<file path="src/rtl/multi_func_barrel_shifter_pipe.sv">
// Purpose : pipelined rotate / logical / arithmetic barrel shifter, one register stage per amount bit.
// Latency : SW edges from acceptance to y; full throughput of one word per clock.
// Backpr. : out_ready low stalls the last stage; bubbles ahead of it are filled; capacity SW words.
// Ports   : clk, reset (async, active-high); in_valid/in_ready + a/amt/lr/op in;
//           out_valid/out_ready + y out; busy = any stage holding a word.
module multi_func_barrel_shifter_pipe #(
  parameter int DW = 8,
  parameter int SW = $clog2(DW)
) (
  input  logic          clk,
  input  logic          reset,
  input  logic          in_valid,
  output logic          in_ready,
  input  logic [DW-1:0] a,
  input  logic [SW-1:0] amt,
  input  logic          lr,
  input  logic [1:0]    op,
  output logic          out_valid,
  input  logic          out_ready,
  output logic [DW-1:0] y,
  output logic          busy
);

  // Per-stage registers
  logic [SW-1:0] v_q;
  logic [DW-1:0] d_q   [SW];
  logic [SW-1:0] amt_q [SW];
  logic          lr_q  [SW];
  logic [1:0]    op_q  [SW];
  logic          s_q   [SW];

  // Upstream view of each stage (stage 0 sees the input port)
  logic [SW-1:0] up_v;
  logic [DW-1:0] up_d   [SW];
  logic [SW-1:0] up_amt [SW];
  logic          up_lr  [SW];
  logic [1:0]    up_op  [SW];
  logic          up_s   [SW];
  logic [DW-1:0] nxt_d  [SW];

  logic [SW-1:0] rdy;

  // One fixed-size step of the shifter. m is a constant power of two per stage.
  function automatic logic [DW-1:0] stage_fn(input logic [DW-1:0] d, input int unsigned m,
                                             input logic l, input logic [1:0] o, input logic s);
    logic [DW-1:0] ones;
    logic [DW-1:0] r;
    ones = '1;
    r    = l ? (d << m) : (d >> m);
    if (o == 2'b00 || o == 2'b11) begin
      r = l ? ((d << m) | (d >> (DW - m))) : ((d >> m) | (d << (DW - m)));
    end else if (o == 2'b10 && !l && s) begin
      // arithmetic right: vacated MSBs take the sign captured at acceptance
      r = r | ~(ones >> m);
    end
    return r;
  endfunction

  // rdy_k = !v_k | rdy_{k+1}, unrolled: a stage may load if the output drains
  // or any stage at or after it is empty.
  always_comb begin
    rdy = '0;
    for (int k = 0; k < SW; k++) begin
      rdy[k] = out_ready;
      for (int j = k; j < SW; j++) begin
        if (!v_q[j]) rdy[k] = 1'b1;
      end
    end
  end

  always_comb begin
    up_v      = '0;
    up_v[0]   = in_valid;
    up_d[0]   = a;
    up_amt[0] = amt;
    up_lr[0]  = lr;
    up_op[0]  = op;
    up_s[0]   = a[DW-1];
    for (int k = 1; k < SW; k++) begin
      up_v[k]   = v_q[k-1];
      up_d[k]   = d_q[k-1];
      up_amt[k] = amt_q[k-1];
      up_lr[k]  = lr_q[k-1];
      up_op[k]  = op_q[k-1];
      up_s[k]   = s_q[k-1];
    end
    for (int k = 0; k < SW; k++) begin
      nxt_d[k] = up_amt[k][k] ? stage_fn(up_d[k], 32'(1) << k, up_lr[k], up_op[k], up_s[k])
                              : up_d[k];
    end
  end

  always_ff @(posedge clk or posedge reset) begin
    if (reset) begin
      v_q <= '0;
      for (int k = 0; k < SW; k++) begin
        d_q[k]   <= '0;
        amt_q[k] <= '0;
        lr_q[k]  <= 1'b0;
        op_q[k]  <= 2'b00;
        s_q[k]   <= 1'b0;
      end
    end else begin
      for (int k = 0; k < SW; k++) begin
        if (rdy[k]) begin
          v_q[k]   <= up_v[k];
          d_q[k]   <= nxt_d[k];
          amt_q[k] <= up_amt[k];
          lr_q[k]  <= up_lr[k];
          op_q[k]  <= up_op[k];
          s_q[k]   <= up_s[k];
        end
      end
    end
  end

  assign in_ready  = rdy[0];
  assign out_valid = v_q[SW-1];
  assign y         = d_q[SW-1];
  assign busy      = |v_q;

endmodule

</file>
<file path="config.mk">
export PLATFORM = sky130hd
export DESIGN_NAME = multi_func_barrel_shifter_pipe
export DESIGN_NICKNAME = d
export VERILOG_FILES = /design/src/rtl/multi_func_barrel_shifter_pipe.sv
export SDC_FILE = /design/constraint.sdc
export NUM_CORES = 1
export LEC_CHECK = 0
export BUFFER_PORTS_ARGS = -buffer_cell sky130_fd_sc_hd__buf_2
export CAP_MARGIN = 20
export CORE_MARGIN = 8
export CORE_UTILIZATION = 35
export CTS_BUF_LIST = sky130_fd_sc_hd__clkbuf_16
export DETAILED_ROUTE_END_ITERATION = 6
export GPL_TIMING_DRIVEN = 0
export SLEW_MARGIN = 25
export SYNTH_ARGS = -nofsm -noshare
export SYNTH_HDL_FRONTEND = slang
export SYNTH_SLANG_ARGS = --single-unit
</file>
<file path="constraint.sdc">
create_clock -name clk -period 1.5 [get_ports clk]
set_input_delay 0.15 -clock clk [delete_from_list [all_inputs] [get_ports clk]]
set_output_delay 0.15 -clock clk [all_outputs]
set_load 0.01 [all_outputs]
</file>
# Word level (Yosys, flattened, before mapping)

Cells that the tools add are included.

Register bits after elaboration: 41
Output and inout port bits: 11

Reduce and logical (&&, ||, !) cells: 16
Bitwise operators: 5
Multiplexer cells: 20
Equality and inequality tests: 6

Operators with widths:

| cell                                        | count |
|---|---|
| two-way mux 8 bit                           | 14 |
| equality test 2 bit (second input constant) | 6 |
| OR 4 x 8 -> 8 bit                           | 1 |
| OR 6 x 8 -> 8 bit                           | 1 |
| OR 7 x 8 -> 8 bit                           | 1 |
| OR 8 x 1 -> 8 bit                           | 1 |
| OR 8 x 2 -> 8 bit                           | 1 |
| logical AND 1 bit                           | 6 |
| logical NOT 2 bit                           | 3 |
| two-way mux 1 bit                           | 6 |
| logical NOT 1 bit                           | 3 |
| logical OR 1 bit                            | 3 |
| OR reduction 3 bit                          | 1 |

# Depth between registers and ports, before layout

Depth after elaboration: 6
Gate-level depth with buffers: 5
Gate-level depth less buffers: 5

# Least setup slack after synthesis

Ideal clock, no wire load.

Path kind: reg-to-reg
Start: register op_q[2] (netlist name)
End: register d_q (netlist bit y[4])
Path slack: 0.137 ns
Path buffers: 0
Cell stages (with the launch flop): 6
Library setup time: 0.064 ns
Data required time: 1.436 ns
Period minus slack after synthesis: 1.363 ns
Arrival: 1.299 ns
Cell sequence: dfrtp_1 -> inv_1 -> ha_1 -> nand4bb_1 -> a311oi_1 -> a21o_1

Longest elaborated chain between the ends: 6
Elaborated cells on any way between the ends: 9
Those cells by class: eq/ne (2); mux (3); reduce/logical (4)

RTL lines:

| what                             | RTL line | source |
|---|---|---|
| start: declaration               | 29       | `logic [1:0] op_q [SW];` |
| start signal: indexed assignment | 110      | `op_q[k] <= up_op[k];` |
| equality test 2 bit              | 52       | `end else if (o == 2'b10 && !l && s) begin` |
| logical AND 1 bit (2 in a row)   | 52       |  |
| two-way mux 8 bit                | 52       |  |
| two-way mux 8 bit *              | 50       | `if (o == 2'b00 \|\| o == 2'b11) begin` |
| two-way mux 8 bit *              | 88       | `nxt_d[k] = up_amt[k][k] ? stage_fn(up_d[k], 32'(1) << k, up_lr[k], up_op[k], up_s[k])` |
| end signal: indexed assignment   | 107      | `d_q[k] <= nxt_d[k];` |
| end: declaration                 | 26       | `logic [DW-1:0] d_q [SW];` |

Mark *: on every way between the ends. The rest lies on a longest branch, timed or not.
A chain may end at the register's enable or synchronous reset.

# Final worst setup path

Start: register op_q[5] (netlist name)
End: register d_q[14] (netlist name)

The elaborated chain is that of the path after synthesis.

==> results.json <==
{
  "rsz0062_at_grt": "no",
  "top_post_synthesis_cells_by_count": "dfrtp_1 (38), nand2_1 (28), nor2_1 (19)",
  "p_leak_nw": 1.23,
  "tritoncts_clock_tree": "done",
  "timing.max_slew.rel_slack_pct": 84.2,
  "worst-setup-path-type": "reg2reg",
  "outcome": "completed",
  "cts_num_sinks": 38,
  "timing.hold.worst.class": "in2reg",
  "vdd_ir_drop_max_mv": 0.640,
  "synth-edff-count": 0,
  "ys_warn_count": 0,
  "critical_path.reg2reg.startpoint": "op_q[5]",
  "antenna_found_initial": 0,
  "ant_nets": 0,
  "grt_start_max_net_pins": 31,
  "layout-drive-gt1-share_pct": 30.6,
  "drt_drc": 0,
  "layout.core_utilization_pct": 43.3,
  "final_worst_path_cycle_share_pct": 93.4,
  "clkTransAtPathRegs_ns": 0.05,
  "std_cell_rows": 28,
  "fin_area_mm2": 0.00253,
  "finalClockSkew_ns": 0.00471,
  "async_reset_ff_share_pct": 100,
  "synthDistinctLibCells": 33,
  "coreArea_mm2": 0.00585,
  "die_h_um": 93.2,
  "setup_viol": 0,
  "total_of_buffers_placed_on_input_and_output_ports": 27,
  "detail_route.vias_per_cell": 4.83,
  "worst-r2r-setup-slack_ns": 0.1,
  "crit_path_end_kind": "register",
  "max_cap_violations": 0,
  "critPathCapture": "d_q[14]",
  "detailroute.via_count": 1547,
  "grt_pass1_vias": 1602,
  "io-pin-count": 29,
  "wirelength_um": 4120,
  "synth_largest_type_area_fraction_pct": 45.6,
  "layout_stage_area_growth_over_the_synthesis_result_pct": 21.4,
  "die_width_um": 93.2,
  "gr-total-overflow": 0,
  "synth_seq_area_share_pct": 45.6,
  "worst_r2r_end": "d_q[14]",
  "crit_required_ns": 1.71,
  "cp.arrival_ns": 1.61,
  "finalHoldWorstSlack_ns": 0.0560,
  "initial_core_util_pct": 35.7,
  "critPathLaunchType": "register",
  "post_synth_inst_count": 209,
  "place_hpwl_um": 3210,
  "area_contributors_post_synth": "dfrtp_1 (46%), a21o_1 (5.8%), nand2_1 (5.0%)",
  "postSynthRegisterBits": 38,
  "gp_congestion": 0.838,
  "synthesis.area_mm2": 0.00209,
  "power.density_mw_per_mm2": 1280,
  "antenna_cells_inserted": 0,
  "route.detailed.wl_per_inst_um": 12.9,
  "synthesized_nets": 230,
  "report.final.hold_viol_count": 0,
  "post-route-min-period_ns": 1.40,
  "h_tree_depth_reported_by_cts": 2,
  "die-area_mm2": 0.00869,
  "clock-root-buffer": "clkbuf_16",
  "postSynth.topFlopCell": "dfrtp_1",
  "clk_latency_worst_skew_pair_ns": 0.28,
  "firstDrtPassIters": 4,
  "yosysMostFrequentCell": "dfrtp_1",
  "worstPathMaxFanout": 5,
  "max_freq_mhz": 714,
  "crit_start": "op_q[5]",
  "cts_buffers": 5,
  "synth_top_area_cell": "dfrtp_1",
  "reg2regPathDepth": 4,
  "cell_area_placed_mm2": 0.00234,
  "cts_setup_buffers": 0,
  "worstMarginPinSlew_ns": 0.236,
  "post-place-ws_ns": -0.00730,
  "drv_slew": 0,
  "grt_first_pass_wirelength_um": 7240,
  "fin_nets": 265,
  "grt_usage_pct": 10.2,
  "finalWorstSetupSlack_ns": 0.0987,
  "cts_max_path_buffers": 2,
  "dr.first_iter.drc_count": 22,
  "post-layout-total-power_mw": 3.25,
  "post_synth.cell_area_avg_um2": 9.99
}
-- per-layer routing --
metal | track usage (%) | vias up | part of all wire (%)
li1 | - | 797 | -
met2 | 16.9 | 29 | 47
met5 | 0 | - | 0
met1 | 12.0 | 717 | 47
met4 | 3.36 | 0 | 1.1
met3 | 3.37 | 4 | 5.0
-- flip-flops by register name, indices dropped and copies added (netlist names) --
register and cells:
amt_q 3, y 8, op_q 4, d_q 16
s_q 2, lr_q 2, v_q 3
-- worst min-delay path by stage --
stage / start / to / depth (start not counted)
2_1_floorplan: in_valid / v_q[0] / 1
3_3_place_gp: in_valid / v_q[0] / 2
3_5_place_dp: reset / y[6] / 2
4_1_cts: in_valid / v_q[0] / 2
5_1_grt: in_valid / v_q[0] / 2
6_report: in_valid / v_q[0] / 2
-- cell usage in the layout (no fill, tap or decap), drive strengths merged --
cell          n
nand2        28
and3          1
and3b         1
mux2i        10
nand3b        3
nor2b         3
nand4bb       3
o21ai        15
inv           6
nor2         19
ha            3
a211oi       10
a311oi        6
a21o         16
nand2b        5
dfrtp        38
a31oi         4
and2b         2
dlygate4sd3   1
nand3         3
or2           2
or3           1
and4b         1
a41o          3
clkinv        2
clkbuf        6
mux2          4
buf          49
-- stage by stage --
stage	setup TNS [ns]	std cells
3_5_place_dp	-0.0130	312
2_1_floorplan	0	209
6_report	0	320
5_1_grt	0	320
3_3_place_gp	-0.978	311
4_1_cts	0	321
-- cell type report --
type	count	area, µm²
timing repair buffer	29	165
inverter	5	21.3
fill	570	3320
tap	75	93.8
sequential	38	951
clock inverter	3	12.5
multi-input combinational	143	1010
buffer	22	159
clock buffer	5	125
-- worst max-delay path, cell delays in order (launching register included) --
cell	delay, ns
dfrtp_1	0.41
ha_1	0.35
nand4bb_4	0.22
a41o_1	0.24
o21ai_1	0.11
-- power breakdown --
group          internal (mW)  leakage (nW)  switching (mW)
Combinational          0.489         0.708           0.402
Clock                  0.599        0.0724           0.372
Sequential              1.22         0.448           0.166
Total                   2.31          1.23           0.940
-- cell families (layout without fill, tap and decap cells) --
| logic type | after synthesis | in the layout | share of synthesized area [%] |
|---|---|---|---|
| muxes | 14 | 14 | 7.13 |
| DFF | 38 | 38 | 45.6 |
| adders and majority gates | 3 | 3 | 1.80 |
| and+or+nand+nor | 72 | 72 | 17.1 |
| AOI/OAI and AO/OA | 54 | 54 | 19.7 |
| buffers and inverters | 28 | 64 | 8.75 |
-- timing repair --
action / CTS / global route
pin swaps: 1 / 1
endpoints found under the hold margin: 8 / 0
endpoints found under the setup margin: 5 / 6
resized for setup: 2 / 4
hold buffers: 1 / 0
Power figures use the tool's default switching activity.
